`config.mk`:
```
export PLATFORM = sky130hd
export DESIGN_NAME = parallel_out_arbiter
export DESIGN_NICKNAME = d
export VERILOG_FILES = /design/src/rtl/parallel_out_arbiter.sv
export SDC_FILE = /design/constraint.sdc
export NUM_CORES = 1
export LEC_CHECK = 0
export CAP_MARGIN = 20
export CORE_AREA = 2 2 55 57
export CTS_CLUSTER_SIZE = 25
export DETAILED_ROUTE_END_ITERATION = 10
export DIE_AREA = 0 0 57 59
export PLACE_DENSITY_LB_ADDON = 0.15
export SYNTH_ARGS = -nofsm -noshare
export SYNTH_HDL_FRONTEND = slang
export SYNTH_SLANG_ARGS = --single-unit
export TNS_END_PERCENT = 20
```
`constraint.sdc`:
```
create_clock -name clk -period 2.1 [get_ports clk]
set_clock_uncertainty 0.2 [all_clocks]
set_input_delay 0.63 -clock clk [delete_from_list [all_inputs] [get_ports clk]]
set_output_delay 0.63 -clock clk [all_outputs]
set_load 0.1 [all_outputs]
```
`src/rtl/parallel_out_arbiter.sv`:
```
// Round-robin write arbiter for the shared parallel output register, with a hold window after each write.
// Optional build macro PARALLEL_OUT_PRIO0_EN gives requester 0 fixed priority over the round robin.
module parallel_out_arbiter #(
    parameter int N_REQ       = 4,
    parameter int DATA_W      = 8,
    parameter int HOLD_CYCLES = 4
) (
    input  logic                      clk,
    input  logic                      rst,
    input  logic [N_REQ-1:0]          req,
    input  logic [N_REQ*DATA_W-1:0]   req_data,
    output logic [N_REQ-1:0]          gnt,
    output logic [DATA_W-1:0]         dataOut,
    output logic                      wren,
    output logic                      busy
);

    localparam int PTR_W = (N_REQ > 1) ? $clog2(N_REQ) : 1;
    localparam int CNT_W = (HOLD_CYCLES > 1) ? $clog2(HOLD_CYCLES) : 1;
    localparam logic [CNT_W-1:0] CNT_LOAD = CNT_W'(HOLD_CYCLES - 1);
    localparam logic [PTR_W-1:0] PTR_LAST = PTR_W'(N_REQ - 1);

    typedef enum logic {IDLE, HOLD} state_t;

    state_t            state;
    state_t            state_next;
    logic [PTR_W-1:0]  ptr;
    logic [PTR_W-1:0]  ptr_next;
    logic [CNT_W-1:0]  cnt;
    logic [CNT_W-1:0]  cnt_next;
    logic              take;

    logic              win_valid;
    logic [PTR_W-1:0]  win_idx;
    logic [PTR_W-1:0]  scan_idx;
    logic [PTR_W-1:0]  ptr_after;
    logic              ptr_adv;
    logic [N_REQ-1:0]  win_onehot;
    logic [DATA_W-1:0] win_data;

    // Scan downward from the farthest offset so the closest set bit to ptr is written last and wins.
    always_comb begin
        win_valid = 1'b0;
        win_idx   = '0;
        scan_idx  = '0;
        for (int k = N_REQ - 1; k >= 0; k--) begin
            scan_idx = PTR_W'((int'(ptr) + k) % N_REQ);
            if (req[scan_idx]) begin
                win_valid = 1'b1;
                win_idx   = scan_idx;
            end
        end
`ifdef PARALLEL_OUT_PRIO0_EN
        if (req[0]) begin
            win_valid = 1'b1;
            win_idx   = '0;
        end
`endif
    end

    always_comb begin
        win_onehot = '0;
        for (int i = 0; i < N_REQ; i++) begin
            win_onehot[i] = (win_idx == PTR_W'(i));
        end
        win_data  = req_data[win_idx*DATA_W +: DATA_W];
        ptr_after = (win_idx == PTR_LAST) ? '0 : win_idx + 1'b1;
`ifdef PARALLEL_OUT_PRIO0_EN
        ptr_adv   = (win_idx != '0);
`else
        ptr_adv   = 1'b1;
`endif
    end

    always_ff @(posedge clk or posedge rst) begin
        if (rst) begin
            state <= IDLE;
            cnt   <= '0;
            ptr   <= '0;
        end else begin
            state <= state_next;
            cnt   <= cnt_next;
            ptr   <= ptr_next;
        end
    end

    always_comb begin
        state_next = state;
        cnt_next   = cnt;
        ptr_next   = ptr;
        take       = 1'b0;
        case (state)
            IDLE: begin
                if (win_valid) begin
                    take       = 1'b1;
                    state_next = HOLD;
                    cnt_next   = CNT_LOAD;
                    if (ptr_adv) begin
                        ptr_next = ptr_after;
                    end
                end
            end
            HOLD: begin
                if (cnt == '0) begin
                    state_next = IDLE;
                end else begin
                    cnt_next = cnt - 1'b1;
                end
            end
            default: state_next = IDLE;
        endcase
    end

    always_comb begin
        busy = (state == HOLD);
    end

    // Grant and write strobe are registered so they line up with the new dataOut in the first HOLD cycle.
    always_ff @(posedge clk or posedge rst) begin
        if (rst) begin
            gnt     <= '0;
            wren    <= 1'b0;
            dataOut <= '0;
        end else begin
            gnt  <= take ? win_onehot : '0;
            wren <= take;
            if (take) begin
                dataOut <= win_data;
            end
        end
    end

endmodule

```
======== Word-level counts from Yosys, hierarchy flattened ========
Cells that the tools add are included.
cells by class
  equal/unequal tests ..................... 5
  bitwise logic cells ..................... 1
  multiplexer cells ....................... 25
  order comparisons ....................... 4
  add/sub/neg operators ................... 5
  shift-type cells ........................ 1
  $mul .................................... 0
  div/mod/pow operators ................... 0
  reduce and logical (&&, ||, !) cells .... 4
operators with widths
  cell                                                number
  variable part select 32 x 6 -> 8 bit                1
  two-way mux 2 bit                                   7
  < comparator 2 x 3 -> 1 bit, second input constant  4
  two-way mux 1 bit                                   11
  binary-select mux 1 bit (select 2 bit)              4
  adder 2 x 1 -> 2 bit, second input constant         2
  adder 2 bit, second input constant                  2
  == test 2 bit, second input constant                2
  logical NOT 2 bit                                   2
  two-way mux 4 bit                                   1
  != test 2 bit, second input constant                2
  one-hot mux 2 bit (2 select lines)                  1
  AND reduction 2 bit                                 2
  == test 2 x 1 -> 1 bit, second input constant       1
  one-hot mux 1 bit (2 select lines)                  1
  subtractor 2 x 1 -> 2 bit, second input constant    1
  NOT 1 bit                                           1
storage, ports and cells
  bits in latches ......................... 0
  output and inout port bits .............. 14
  bits in writable memories ............... 0
  input bits .............................. 38
  bits in registers ....................... 18
  logic and storage cells ................. 51
  bits in read-only memories .............. 0
  memories kept ........................... 0

======== Depth between registers and ports, before layout ========
Gate-level depths: netlist of run 1.
  word-level depth ........................ 10
  depth in mapped cells ................... 9

======== Worst setup path after synthesis of run 1 ========
Ideal clock, no wire load.
  path kind ............................... reg-to-reg
  start ................................... register state (netlist: busy)
  end ..................................... register cnt[0]
  library setup time ...................... 0.125 ns
  data arrival time ....................... 1.903 ns
  stages on the path, launching flop included .. 6
  required time ........................... 1.775 ns
  path slack .............................. -0.128 ns
  clock period less this slack ............ 2.228 ns
  cells stage by stage .................... dfrtp_1 -> or2_2 -> clkbuf_1 -> buf_2 -> nand2_1 -> mux2_2
on the way
  word-level cells in the longest chain between the ends .. 3
  elaborated cells between the ends (all ways) .. 5
  those cells by class .................... eq/ne: 2; mux: 1; bitwise: 1; reduce/logical: 1
ends and longest elaborated chain
  item                                  RTL line  RTL
  from (decl)                           25        state_t state;
  from (signal assigned)                81        state <= state_next;
  NOT 1 bit (no source line)            -
  != test 2 bit (no source line)        -
  AND reduction 2 bit (no source line)  -
  to (signal assigned)                  82        cnt <= cnt_next;
  to (decl)                             29        logic [CNT_W-1:0] cnt;
Several ways; a longest one is shown, not always the timed one.
A chain may end at the register's enable or synchronous reset.

======== Worst setup path after layout of run 1 ========
  start ................................... input req[1]
  end ..................................... register dataOut[1]
on the way
  word-level cells in the longest chain between the ends .. 8
  elaborated cells between the ends (all ways) .. 19
  those cells by class .................... shift: 1; mux: 18
ends and longest elaborated chain
  item                                                                          RTL line  RTL
  from (decl)                                                                   10        input logic [N_REQ-1:0] req,
  branches (longest 8 deep; another with variable part select 32 x 6 -> 8 bit)  -
  to (signal assigned)                                                          128       dataOut <= win_data;
  to (decl)                                                                     13        output logic [DATA_W-1:0] dataOut,
Several ways; the timed one is not identified. The select of a mux whose other input is x is not followed.

==> run metrics, run 1 <==
status finished, final reports clean; Total Wirelength 3380 um; Peak VDD IR 0.00135 V; Initial DRC Count 23; Max Freq roughly 0.48 GHz; Remaining DRCs 0; post-synthesis cell count approximately 100; Synth cell types 31; most used flip-flop cell after synthesis dfrtp_1; Clk Latency, worst-skew pair approximately 300 ps; crit path time final around 2100 ps; CTS clk-pin slew, worst paths approximately 110 ps; DP HPWL roughly 2300 um; proportion of layout cells with a drive suffix above 1 0.343; ys async rst share 1.00; first-pass GRT wire length a little over 5000 um; Final Hold Violating Endpoints 0; final design utilization 0.750; Critical Path End Type flop; H-tree depth 1; Nets just over 200; input/output buffers 51; row count 19; ranking of synthesized cells by area dfrtp_1 42%, mux2i_1 8.4%, a2111oi_2 5.6%; initial antenna violation count 0; final period utilization 0.997; post-synth top area share 0.421; GRT Resource Usage Total 0.202; Placer Congestion between 0.7 and 0.8; DR WL/cell between 15 and 20 um; EDFF count, synth 0; most frequent cells in the layout 33 x clkdlybuf4s50_1, 16 x dfrtp_1, 16 x buf_12; Remaining Overflow, GRT 0; vias in the first global route about 1100; Synth Register Bits 18; Slew Limit Headroom 0.695; Synth-to-Final Area Change 90.1%; 1st-pass router iterations 4; hold_buf cts 0; Seq/Total Area, Yosys 0.421; vias per cell around 5.4; power per cell area roughly 1600 nW/um^2; post-synthesis area per instance about 11 um^2; initial core utilization 0.395; clk sink count 18; vias post-DR between 1000 and 1500; startpoint class of the critical path primary input; die height 59 um; Longest Clk Path Bufs 2; commonest non-fill, non-tap cell in the layout clkdlybuf4s50_1; Arrival @ worst endpoint around 2100 ps; cell leakage power around 0.00085 uW; Post-Syn Nets 141; critical path peak fanout 10; Filler cells approximately 180; Worst Tran Pin Value between 400 and 500 ps; n_diodes 0; die area 3360 um^2; Chip Width roughly 57 um; Max-Cap Viols 0; WP data required about 2100 ps; worst hold path type reg2reg; Core ar. 2710 um^2; largest net degree at the start of global routing 19; CTS root buf clkbuf_4; Fin Hold WS 333 ps; CTS Buf Count 3; Yosys warnings 0; leading area contributor after synthesis dfrtp_1; CTS tree yes; area of the mapped netlist 1070 um^2; max-slew violation count 0; count of final setup violators 0; critical path class in2reg; antenna-violating nets left 0; I/O Pins 52
## where the power goes
group | leakage (uW) | internal (uW) | switching [uW] | total (uW)
combinational | 0.000615 | 935 | 1430 | 2370
sequential | 0.000211 | 501 | 164 | 664
clock | 0.0000210 | 106 | 115 | 221
## cell type report
| type | instances | area, um^2 | area share |
|---|---|---|---|
| clock buffers | 4 | 36.3 | 0.0178 |
| repair inverters | 1 | 7.51 | 0.00369 |
| repair buffers | 66 | 801 | 0.394 |
| flip-flops and latches | 18 | 453 | 0.223 |
| multi-input cells | 70 | 662 | 0.326 |
| inverters | 7 | 35.0 | 0.0172 |
| well taps | 31 | 38.8 | 0.0191 |
## routing by layer
metal / up-vias / track usage / wire (um)
met4: 0 / 0.0631 / 44
met1: 529 / 0.230 / 1240
met5: - / 0 / 0
li1: 499 / - / -
met3: 4 / 0.0393 / 200
met2: 38 / 0.381 / 1890
## metrics by stage
stage	total power [uW]	std cells	TNS (ps)	instance area [um^2]	worst slack, ps
after floorplan	1950	101	0	1070	33.8
after global placement	2700	185	-6650	1780	-532
after detailed placement	2740	185	-7710	1780	-672
after CTS	3080	191	-76.0	1880	-28.6
after global routing	3410	197	-133	2030	-89.4
final	3250	197	0	2030	5.66
## worst max-delay path, stage by stage
cell	delay, ps
dlygate4sd2_1	300
mux2i_2	230
a21oi_4	90
buf_12	150
nand2_8	80
inv_6	70
a2111oi_2	430
a211oi_1	100
## registers in the layout (all words and copies together), names as in the netlist
register / cells
dataOut: 8
gnt: 4
cnt: 2
ptr: 2
busy: 1
wren: 1
## cells by family after synthesis
logic type               after synthesis  synth area share
AO/OA/AOI/OAI                         32             0.260
adder cells (fa/ha/maj)                2            0.0234
buffers and inverters                 13            0.0760
flip-flops                            18             0.421
multiplexers                          10            0.0947
AND/OR/NAND/NOR                       26             0.125
## cells in the mapped netlist, types with 2 or more instances
library cell,count
ha_1,2
mux2i_1,9
a2111oi_1,2
nand2_1,8
buf_2,3
a2111oi_2,4
dfrtp_1,18
a211oi_1,8
a21boi_0,8
inv_1,6
a2111oi_0,2
a21oi_1,2
nor2_1,11
## worst paths after layout
path | start | to | slack (ps) | cells after the start
worst max-delay path | req[1] | dataOut[1] | 6 | 8
worst min-delay path | cnt[1] | cnt[1] | 330 | 2
worst max register to register | ptr[1] | dataOut[1] | 100 | 7
worst min register to register | cnt[1] | cnt[1] | 330 | 2
max in group asynchronous | rst | ptr[1] | 1050 | 3
min in group asynchronous | rst | wren | 430 | 3
## timing repair
item / 4_1_cts / 5_1_grt
gates resized for setup: 13 / 21
buffers inserted: 2 / 4
endpoints found under the hold margin: 0 / 0
setup endpoints to repair: 12 / 13
cloned: 0 / 2
pin swaps: 6 / 5
No activity file was read; power rests on OpenSTA's default activity.
==> run 2: changes to the inputs <==
- CAP_MARGIN: 20 -> 30
- SLEW_MARGIN: default -> 25
==> results of run 2 <==
Final layout, timing and power as in run 1 (identical DEF).
==> run 3: changes to the inputs <==
- CORE_AREA: 2 2 55 57 -> 4 4 57 59
- CTS_BUF_LIST: default -> sky130_fd_sc_hd__clkbuf_8
- DIE_AREA: 0 0 57 59 -> 0 0 61 63
- PLACE_DENSITY: default -> 0.77
- PLACE_DENSITY_LB_ADDON: 0.15 -> default
==> run 3 against run 2 <==
Combinational power grew 6%; global-route usage grew 0.33 points; via count grew 2.9%; critical endpoint is now dataOut[0].
==> run metrics, run 3 (synthesis results as in run 1) <==
proportion of layout cells with a drive suffix above 1 0.381 (+0.0376); Synth-to-Final Area Change 95.9%; hold_buf cts 0 (unchanged); Critical Path End Type flop; Slowest-stage cell, CP bufbuf_16; FF-to-FF End dataOut[3]; initial core utilization 0.395 (unchanged); critical path peak fanout 5 (-5); Max Freq 0.489 GHz (+2.4%); Remaining DRCs 0 (unchanged); Total Wirelength 3650 um (+8.2%); CTS Buf Count 3 (unchanged); crit path time final 2040 ps (-49.8 ps); worst hold endpoint cnt[1]; Peak VDD IR 0.00132 V (-2.1%); net switching power 1760 uW (+3.1%); Placer Congestion 0.782 (+0.76%); die area 3840 um^2 (+14%); Nets 209 (+0.97%); initial antenna violation count 0 (unchanged); Int Power 1720 uW (+12%); final period utilization 0.974 (-0.0237); DR WL/cell 18.4 um (+7.1%); Flop pwr share 0.195 (-0.009); commonest non-fill, non-tap cell in the layout clkdlybuf4s50_1; Clk Latency, worst-skew pair 260 ps (-40 ps); input/output buffers 51 (unchanged); Crit. Startpoint req[2]; Area after DPL 1760 um^2 (-1.1%); max-slew violation count 0 (unchanged); row count 19 (unchanged); combinational share of power 0.722 (-0.006); Final Hold Violating Endpoints 0 (unchanged); Max-Cap Viols 0 (unchanged); worst-path cell chain dlygate4sd2_1 -> buf_6 -> a21oi_4 -> buf_12 -> nand2_8 -> bufbuf_16 -> mux2i_1 -> a211oi_1; Core ar. 2710 um^2 (unchanged); GRT Resource Usage Total 0.205 (+0.00326); largest net degree at the start of global routing 19 (unchanged); WP data required 2060 ps (-20 ps); critical path class in2reg; Remaining Overflow, GRT 0 (unchanged); power per cell area 1660 nW/um^2 (+3.9%); top flop regs dataOut x8, gnt x4; CTS root buf clkbuf_8; 1st-pass router iterations 4 (unchanged); crit-path max cell delay 290 ps (-140 ps); count of final setup violators 0 (unchanged); H-tree depth 1 (unchanged); Net Sw Frac 0.506 (-0.0195); DP HPWL 2300 um (-1.4%); startpoint class of the critical path primary input; worst hold path type reg2reg; Arrival @ worst endpoint 2000 ps (-70 ps); n_diodes 0 (unchanged); flop2flop setup slack 90 ps (about the same); Slew Limit Headroom 0.711 (+0.0159); Worst R2R Start ptr[1]; cell area after layout 2100 um^2 (+3.1%); I/O Pins 52 (unchanged); clock network power share 0.083 (+0.015); clk sink count 18 (unchanged); max FFs per register 8 (unchanged); CTS clk-pin slew, worst paths 70 ps (-40 ps); die height 63 um (+6.8%); Worst Hold Depth 2 (unchanged); RSZ-0062 raised after global routing true; hold_sp cnt[1]; CTS tree yes; vias post-DR 1101 (+2.9%); Worst Tran Pin Value 430 ps (-23.6 ps); Longest Clk Path Bufs 2 (unchanged); register with the most flip-flops dataOut; vias per cell 5.53 (+1.9%); most frequent cells in the layout 33 x clkdlybuf4s50_1, 16 x dfrtp_1, 16 x buf_12; # placed instances 184 (-0.54%); vias in the first global route 1195 (+6.1%); final setup margin 55.4 ps (+49.8 ps); Initial DRC Count 26 (+13%); status finished, final reports clean; worst reg2reg path depth 7 (unchanged); first-pass GRT wire length 5830 um (+13%); cell leakage power 0.000877 uW (+3.5%); fin cells 199 (+1.0%); Post-Place Worst Slack -647 ps (+24.7 ps); Chip Width 61 um (+7.0%); antenna-violating nets left 0 (unchanged)
## run 3: power groups by stage
stage / Combinational [uW] / Clock [uW] / Sequential [uW]
2_1_floorplan: 588 / 0 / 1370
3_3_place_gp: 2000 / 0 / 655
3_5_place_dp: 2040 / 0 / 659
4_1_cts: 2460 / 295 / 668
5_1_grt: 2620 / 311 / 690
6_report: 2510 / 290 / 678
## run 3: layer usage
layer	vias to the layer above	share of wire	track usage
li1	508	-	-
met1	539	0.39	0.249
met2	46	0.54	0.349
met3	8	0.057	0.0434
met4	0	0.020	0.0678
met5	-	0	0
## run 3: worst max path at each step
stage | end | slack [ps]
floorplan | dataOut[0] | 30
global placement | dataOut[7] | -570
detailed placement | dataOut[1] | -650
CTS | dataOut[0] | 10
global route | dataOut[1] | -40
finish | dataOut[0] | 60
## run 3: worst max-delay path: cells and delay by family
kind | cells | cell delay (ps)
AO/OA/AOI/OAI | 2 | 380
buffers and inverters | 4 | 820
multiplexers | 1 | 110
AND/OR/NAND/NOR | 1 | 70
## run 3: per-stage QoR
stage                util  power, uW  hold slack (ps)  TNS, ps
finish              0.773       3480              334        0
CTS                 0.766       3420              340        0
global route        0.773       3620              378    -51.4
floorplan               -       1950              277        0
detailed placement  0.651       2700              321    -8160
global placement    0.651       2660              290    -7260
## run 3: layout make-up
type                            count  area, um^2
Tap cell                           31        38.8
Timing Repair Buffer               69         851
Clock buffer                        4        55.1
Sequential cell                    18         453
Fill cell                         160         614
Inverter                            7        37.5
Multi-Input combinational cell     70         661
## run 3: timing repair
action | in CTS | in global routing
buffers inserted | 9 | 0
pin swaps | 12 | 1
setup endpoints to repair | 15 | 9
cloned | 2 | 0
gates resized for setup | 33 | 9
